===== config.mk =====
export PLATFORM = sky130hd
export DESIGN_NAME = mxint8_block_deserializer
export DESIGN_NICKNAME = d
export VERILOG_FILES = /design/src/rtl/mxint8_pkg.sv /design/src/rtl/mxint8_elem_clamp.sv /design/src/rtl/mxint8_block_deserializer.sv
export SDC_FILE = /design/constraint.sdc
export NUM_CORES = 1
export LEC_CHECK = 0
export CAP_MARGIN = 0
export CORE_MARGIN = 1
export CORE_UTILIZATION = 45
export CTS_BUF_LIST = sky130_fd_sc_hd__clkbuf_2
export DETAILED_ROUTE_END_ITERATION = 16
export PLACE_DENSITY = 0.77
export RECOVER_POWER = 50
export SYNTH_ARGS = -nofsm -noshare
export SYNTH_HDL_FRONTEND = slang
export SYNTH_HIERARCHICAL = 1
export SYNTH_SLANG_ARGS = --single-unit

===== constraint.sdc =====
create_clock -name i_clk -period 21.6 [get_ports i_clk]
set_input_delay 4.32 -clock i_clk [delete_from_list [all_inputs] [get_ports i_clk]]
set_output_delay 4.32 -clock i_clk [all_outputs]
set_load 0.005 [all_outputs]

===== src/rtl/mxint8_pkg.sv =====
// Shared MXINT8 constants, element/block types and the deserializer FSM state encoding.
package mxint8_pkg;

    localparam int BLOCK_SIZE           = 32;
    localparam int MXINT8_ELEMENT_WIDTH = 8;
    localparam int MXINT8_SCALE_WIDTH   = 8;

    typedef logic [MXINT8_ELEMENT_WIDTH-1:0] mxint8_elem_t;
    typedef logic [MXINT8_SCALE_WIDTH-1:0]   mxint8_scale_t;
    typedef mxint8_elem_t [0:BLOCK_SIZE-1]   mxint8_block_t;

    typedef enum logic [1:0] {
        ST_IDLE = 2'd0,
        ST_FILL = 2'd1,
        ST_FULL = 2'd2
    } deser_state_t;

endpackage


===== src/rtl/mxint8_elem_clamp.sv =====
// Per-lane element clamp: maps the most negative code to its neighbour when
// MXINT8_DESER_CLAMP_EN is defined, otherwise a plain pass-through.
module mxint8_elem_clamp #(
    parameter int W = 8
) (
    input  logic [W-1:0] elem_i,
    output logic [W-1:0] elem_o
);

`ifdef MXINT8_DESER_CLAMP_EN
    localparam logic [W-1:0] MOST_NEG     = {1'b1, {(W-1){1'b0}}};
    localparam logic [W-1:0] MOST_NEG_P1  = {1'b1, {(W-2){1'b0}}, 1'b1};

    // Keeps the block symmetric so a downstream negate cannot overflow.
    assign elem_o = (elem_i == MOST_NEG) ? MOST_NEG_P1 : elem_i;
`else
    assign elem_o = elem_i;
`endif

endmodule


===== src/rtl/mxint8_block_deserializer.sv =====
// Assembles a beat-serial MXINT8 stream into one parallel block with framing checks.
// Optional 0x80 -> 0x81 clamping on the write path via MXINT8_DESER_CLAMP_EN.
module mxint8_block_deserializer #(
    parameter int BLOCK_SIZE  = mxint8_pkg::BLOCK_SIZE,
    parameter int ELEM_WIDTH  = mxint8_pkg::MXINT8_ELEMENT_WIDTH,
    parameter int SCALE_WIDTH = mxint8_pkg::MXINT8_SCALE_WIDTH,
    parameter int LANES       = 4
) (
    input  logic                                   i_clk,
    input  logic                                   i_rst,
    input  logic                                   i_valid,
    output logic                                   o_ready,
    input  logic                                   i_first,
    input  logic [SCALE_WIDTH-1:0]                 i_scale,
    input  logic [0:LANES-1][ELEM_WIDTH-1:0]       i_elements,
    output logic                                   o_valid,
    input  logic                                   i_ready,
    output logic [SCALE_WIDTH-1:0]                 o_scale,
    output logic [0:BLOCK_SIZE-1][ELEM_WIDTH-1:0]  o_mxint8_elements,
    output logic                                   o_err
);
    import mxint8_pkg::*;

    localparam int BEATS = BLOCK_SIZE / LANES;
    localparam int CNT_W = (BEATS > 1) ? $clog2(BEATS) : 1;

    deser_state_t            state_q;
    logic [CNT_W-1:0]        cnt_q;
    logic [SCALE_WIDTH-1:0]  scale_q;
    logic                    err_q;
    logic [ELEM_WIDTH-1:0]   elem_q [BLOCK_SIZE];
    logic [ELEM_WIDTH-1:0]   lane_w [LANES];

    logic                    accept;
    logic                    wr_en;
    logic [CNT_W-1:0]        wr_beat;

    assign o_ready = (state_q != ST_FULL);
    assign o_valid = (state_q == ST_FULL);
    assign o_scale = scale_q;
    assign o_err   = err_q;
    assign accept  = i_valid && o_ready;

    // A first-flagged beat always lands at beat 0, also when it restarts a partial block.
    assign wr_en   = accept && (i_first || (state_q == ST_FILL));
    assign wr_beat = (state_q == ST_FILL && !i_first) ? cnt_q : '0;

    genvar gi;
    generate
        for (gi = 0; gi < LANES; gi++) begin : g_lane
            mxint8_elem_clamp #(.W(ELEM_WIDTH)) u_clamp (
                .elem_i (i_elements[gi]),
                .elem_o (lane_w[gi])
            );
        end

        for (gi = 0; gi < BLOCK_SIZE; gi++) begin : g_elem
            always_ff @(posedge i_clk or posedge i_rst) begin
                if (i_rst) begin
                    elem_q[gi] <= '0;
                end else if (wr_en && (wr_beat == CNT_W'(gi / LANES))) begin
                    elem_q[gi] <= lane_w[gi % LANES];
                end
            end
            assign o_mxint8_elements[gi] = elem_q[gi];
        end
    endgenerate

    always_ff @(posedge i_clk or posedge i_rst) begin
        if (i_rst) begin
            state_q <= ST_IDLE;
            cnt_q   <= '0;
            scale_q <= '0;
            err_q   <= 1'b0;
        end else begin
            err_q <= 1'b0;
            case (state_q)
                ST_IDLE: begin
                    if (accept) begin
                        if (i_first) begin
                            scale_q <= i_scale;
                            if (BEATS == 1) begin
                                state_q <= ST_FULL;
                                cnt_q   <= '0;
                            end else begin
                                state_q <= ST_FILL;
                                cnt_q   <= CNT_W'(1);
                            end
                        end else begin
                            err_q <= 1'b1;
                        end
                    end
                end
                ST_FILL: begin
                    if (accept) begin
                        if (i_first) begin
                            err_q   <= 1'b1;
                            scale_q <= i_scale;
                            cnt_q   <= CNT_W'(1);
                        end else if (cnt_q == CNT_W'(BEATS - 1)) begin
                            state_q <= ST_FULL;
                            cnt_q   <= '0;
                        end else begin
                            cnt_q <= cnt_q + CNT_W'(1);
                        end
                    end
                end
                ST_FULL: begin
                    if (i_ready) begin
                        state_q <= ST_IDLE;
                    end
                end
                default: begin
                    state_q <= ST_IDLE;
                    cnt_q   <= '0;
                end
            endcase
        end
    end

endmodule

==> impl_metrics.csv <==
group,metric,value,unit
synth,yosys_warnings,6,
synth,synth_top_area_cell,"dfrtp_1",
clocking,clock_latency,0.80,ns
setup_path,critPathMaxStageDelay,3.17,ns
synth,muxShareOfSynthArea,28.9,%
synth,synthTopCellsByArea,"dfrtp_1 (63%), mux2_2 (24%), mux2_4 (4.2%), buf_4 (2.5%), mux2_1 (1.1%)",
floorplanning,dieArea,0.0243,mm²
floorplanning,pin_count,312,
status,violations,"max-capacitance violations, max-slew violations",
timing,hold_violations,0,
synth,yosys.area_share.simple,2.04,%
detailed_routing,drt_iter0_markers,215,
setup_path,crit_fanout,123,
synth,synthXorXnorAreaFrac,0,%
synth,syn_area_per_cell,16.5,µm²
final_layout,nNetsFinal,1026,
final_layout,area_growth_syn_to_layout,33.6,%
floorplanning,initial_core_util,46.5,%
setup_path,crit_family,"buffers and inverters",
final_layout,final_cells,1328,
detailed_routing,dr.pass1.iters,4,
synth,syn_nets,696,
clocking,clkTransAtPathRegs,0.09,ns
floorplanning,core,0.0229,mm²
detailed_routing,finalWirelength,25.6,mm
synth,synth_top_family_by_area,"multiplexers",
synth,synth.distinct_cells,34,
global_route,grt_use_total,21.7,%
global_route,grt_pass1_vias,7039,
global_route,grt-busiest-layer,"met2",
hold_path,hold_class,"flip-flop to flip-flop",
setup_path,path_buf_inv,4,
synth,synth_seq_cells,270,
detailed_routing,wl_per_cell,19.3,µm
clocking,cts_hold_buffers,0,
floorplanning,rows,55,
setup_path,crit_chain,"dlygate4sd3_1 -> clkinvlp_2 -> clkbuf_1 -> buf_4",
synth,yosysSeqAreaShare,63.4,%
placement,dp.cells,1217,
clocking,cts_setup_buffers,0,
synth,synth_common_cells,"dfrtp_1 (270), mux2_2 (224), buf_4 (35), mux2_4 (30), buf_2 (17)",
synth,synth_adder_area_share,0.587,%
synth,async_flop_share,100,%
synth,synth_top_area_share,63.4,%
detailed_routing,vias_per_cell,4.98,
synth,netlist_area,0.0107,mm²
timing,maxSlewViolCount,223,
detailed_routing,ant_nets,0,
clocking,cts_htree_levels,3,
floorplanning,fp.dieH,156,µm
clocking,cts_tree,"done",
placement,gp_congestion,0.767,
timing,fin_tns_setup,0,ns
floorplanning,dieWidth,156,µm
global_route,use_met1,27.9,%
timing,max_slew_margin,-254,%
global_route,grt_first_pass_wirelength,40.1,mm
placement,dp_slack,14.11,ns
final_layout,multi_input_area,0.00335,mm²
power,power_density,117,mW/mm²
final_layout,post_route_cells_drive_above_1_share,34.3,%
timing,final.min_clock_period,11.39,ns
setup_path,required,22.37,ns
global_route,use_met2,33.9,%
placement,hpwl,17.0,mm
timing,fin_ws,10.21,ns
job,drv_cap,3,
power,peakVddDrop,0.0000726,V
clocking,cts.sinks,270,
clocking,cts_buffers,70,
placement,port_buffers,311,
setup_path,arrival,12.16,ns
global_route,antenna_found_initial,1,
power,total_leakage_power,6.79,nW
timing,fin_crit_sh,52.7,%
global_route,grtUsageMet3,7.78,%
clocking,clk_path_buf_depth,3,
synth,synthCells,646,
synth,synth_compound_area_share,0.751,%
clocking,cts_resized,0,
synth,synth_most_common_cell,"dfrtp_1",
detailed_routing,drc_errors,0,
synth,synth_enable_flop_cells,0,
setup_path,criticalPathCategory,"input port to async pin",
setup_path,start_kind,"input port",
setup_path,cp_slowest_cell,"clkbuf_1",
detailed_routing,num_vias,6613,
status,run_status,"complete, but fails checks",
timing,tightest_slew,5.28,ns
final_layout,num-fill-cells,1835,
timing,finalClockSkew,0.0747,ns
global_route,gr-total-overflow,0,
clocking,root_buffer,"clkbuf_2",
final_layout,seq_area,0.00676,mm²
synth,synth_top_flop_cell,"dfrtp_1",
setup_path,cp-end-kind,"async pin",
timing,grt_setup_unrepaired,"no",
timing,setup_violations,0,
timing,fmax,87.8,MHz
global_route,grt_max_degree,124,
-- sequential cells by signal, summed over array words and instances, names as in the netlist --
name / count
o_scale: 8
o_mxint8_elements: 256
o_err: 1
state_q: 2
cnt_q: 3
-- cells by family after synthesis --
family | after synthesis
AOI/OAI and AO/OA | 12
adders and majority gates | 5
buffers and inverters | 67
DFF | 270
muxes | 264
and+or+nand+nor | 28
-- cell type report --
class / instances / area share, %
Inverter: 6 / 0.184
Sequential cell: 270 / 47.4
Antenna cell: 1 / 0.0176
Tap cell: 313 / 2.75
Clock buffer: 98 / 3.44
Timing Repair Buffer: 319 / 22.2
Multi-Input combinational cell: 309 / 23.5
Clock inverter: 12 / 0.501
-- metal layers --
| metal | share of wire, % | vias up |
|---|---|---|
| met2 | 47 | 268 |
| met5 | 0 | - |
| met4 | 1.4 | 0 |
| li1 | - | 2967 |
| met1 | 43 | 3345 |
| met3 | 8.9 | 33 |
-- power breakdown --
| group | switching [mW] | leakage [nW] | internal (mW) | total, mW |
|---|---|---|---|---|
| registers | 0.0884 | 3.45 | 0.684 | 0.772 |
| clock network | 0.196 | 0.443 | 0.122 | 0.317 |
| logic | 0.188 | 2.89 | 0.395 | 0.583 |
-- worst paths after layout --
check                                                  start                                 end  slack [ns]  cells past startpoint
max                                                    i_rst  o_mxint8_elements[182]$_DFFE_PP0P_       10.21                      4
min                        o_mxint8_elements[95]$_DFFE_PP0P_   o_mxint8_elements[95]$_DFFE_PP0P_        0.49                      1
max reg2reg                           state_q[0]$_DFFE_PP0P_   o_mxint8_elements[73]$_DFFE_PP0P_       17.29                      7
min reg2reg                o_mxint8_elements[95]$_DFFE_PP0P_   o_mxint8_elements[95]$_DFFE_PP0P_        0.49                      1
max in group i_clk                                   i_first   o_mxint8_elements[73]$_DFFE_PP0P_       13.77                      7
min in group asynchronous                              i_rst  o_mxint8_elements[209]$_DFFE_PP0P_        5.63                      2
-- per-stage QoR --
step                      util, %  total power, mW  hold WS (ns)  cell area [µm²]
final                        62.2             1.67         0.485            14200
after global placement       60.3             1.40         0.467            13800
after floorplan                 -            0.988         0.483            10700
after CTS                    62.8             1.75         0.498            14400
after detailed placement     60.3             1.42         0.474            13800
after global routing         62.2             1.78         0.514            14200
-- placed cells by master, fill, tap and decap left out, drive strengths merged, types with 2 or more instances in the layout --
master / n
buf: 5
o2bb2ai: 2
clkdlybuf4s50: 159
clkinvlp: 3
nand4b: 2
ha: 5
o21ai: 5
nor2b: 3
nor4bb: 2
nand2b: 2
a31oi: 2
dlygate4sd3: 152
clkbuf: 101
clkinv: 8
inv: 7
nor3: 2
mux2: 264
dfrtp: 270
nor3b: 2
nand3: 5
nand2: 3
(Power assumes the default switching activity.)
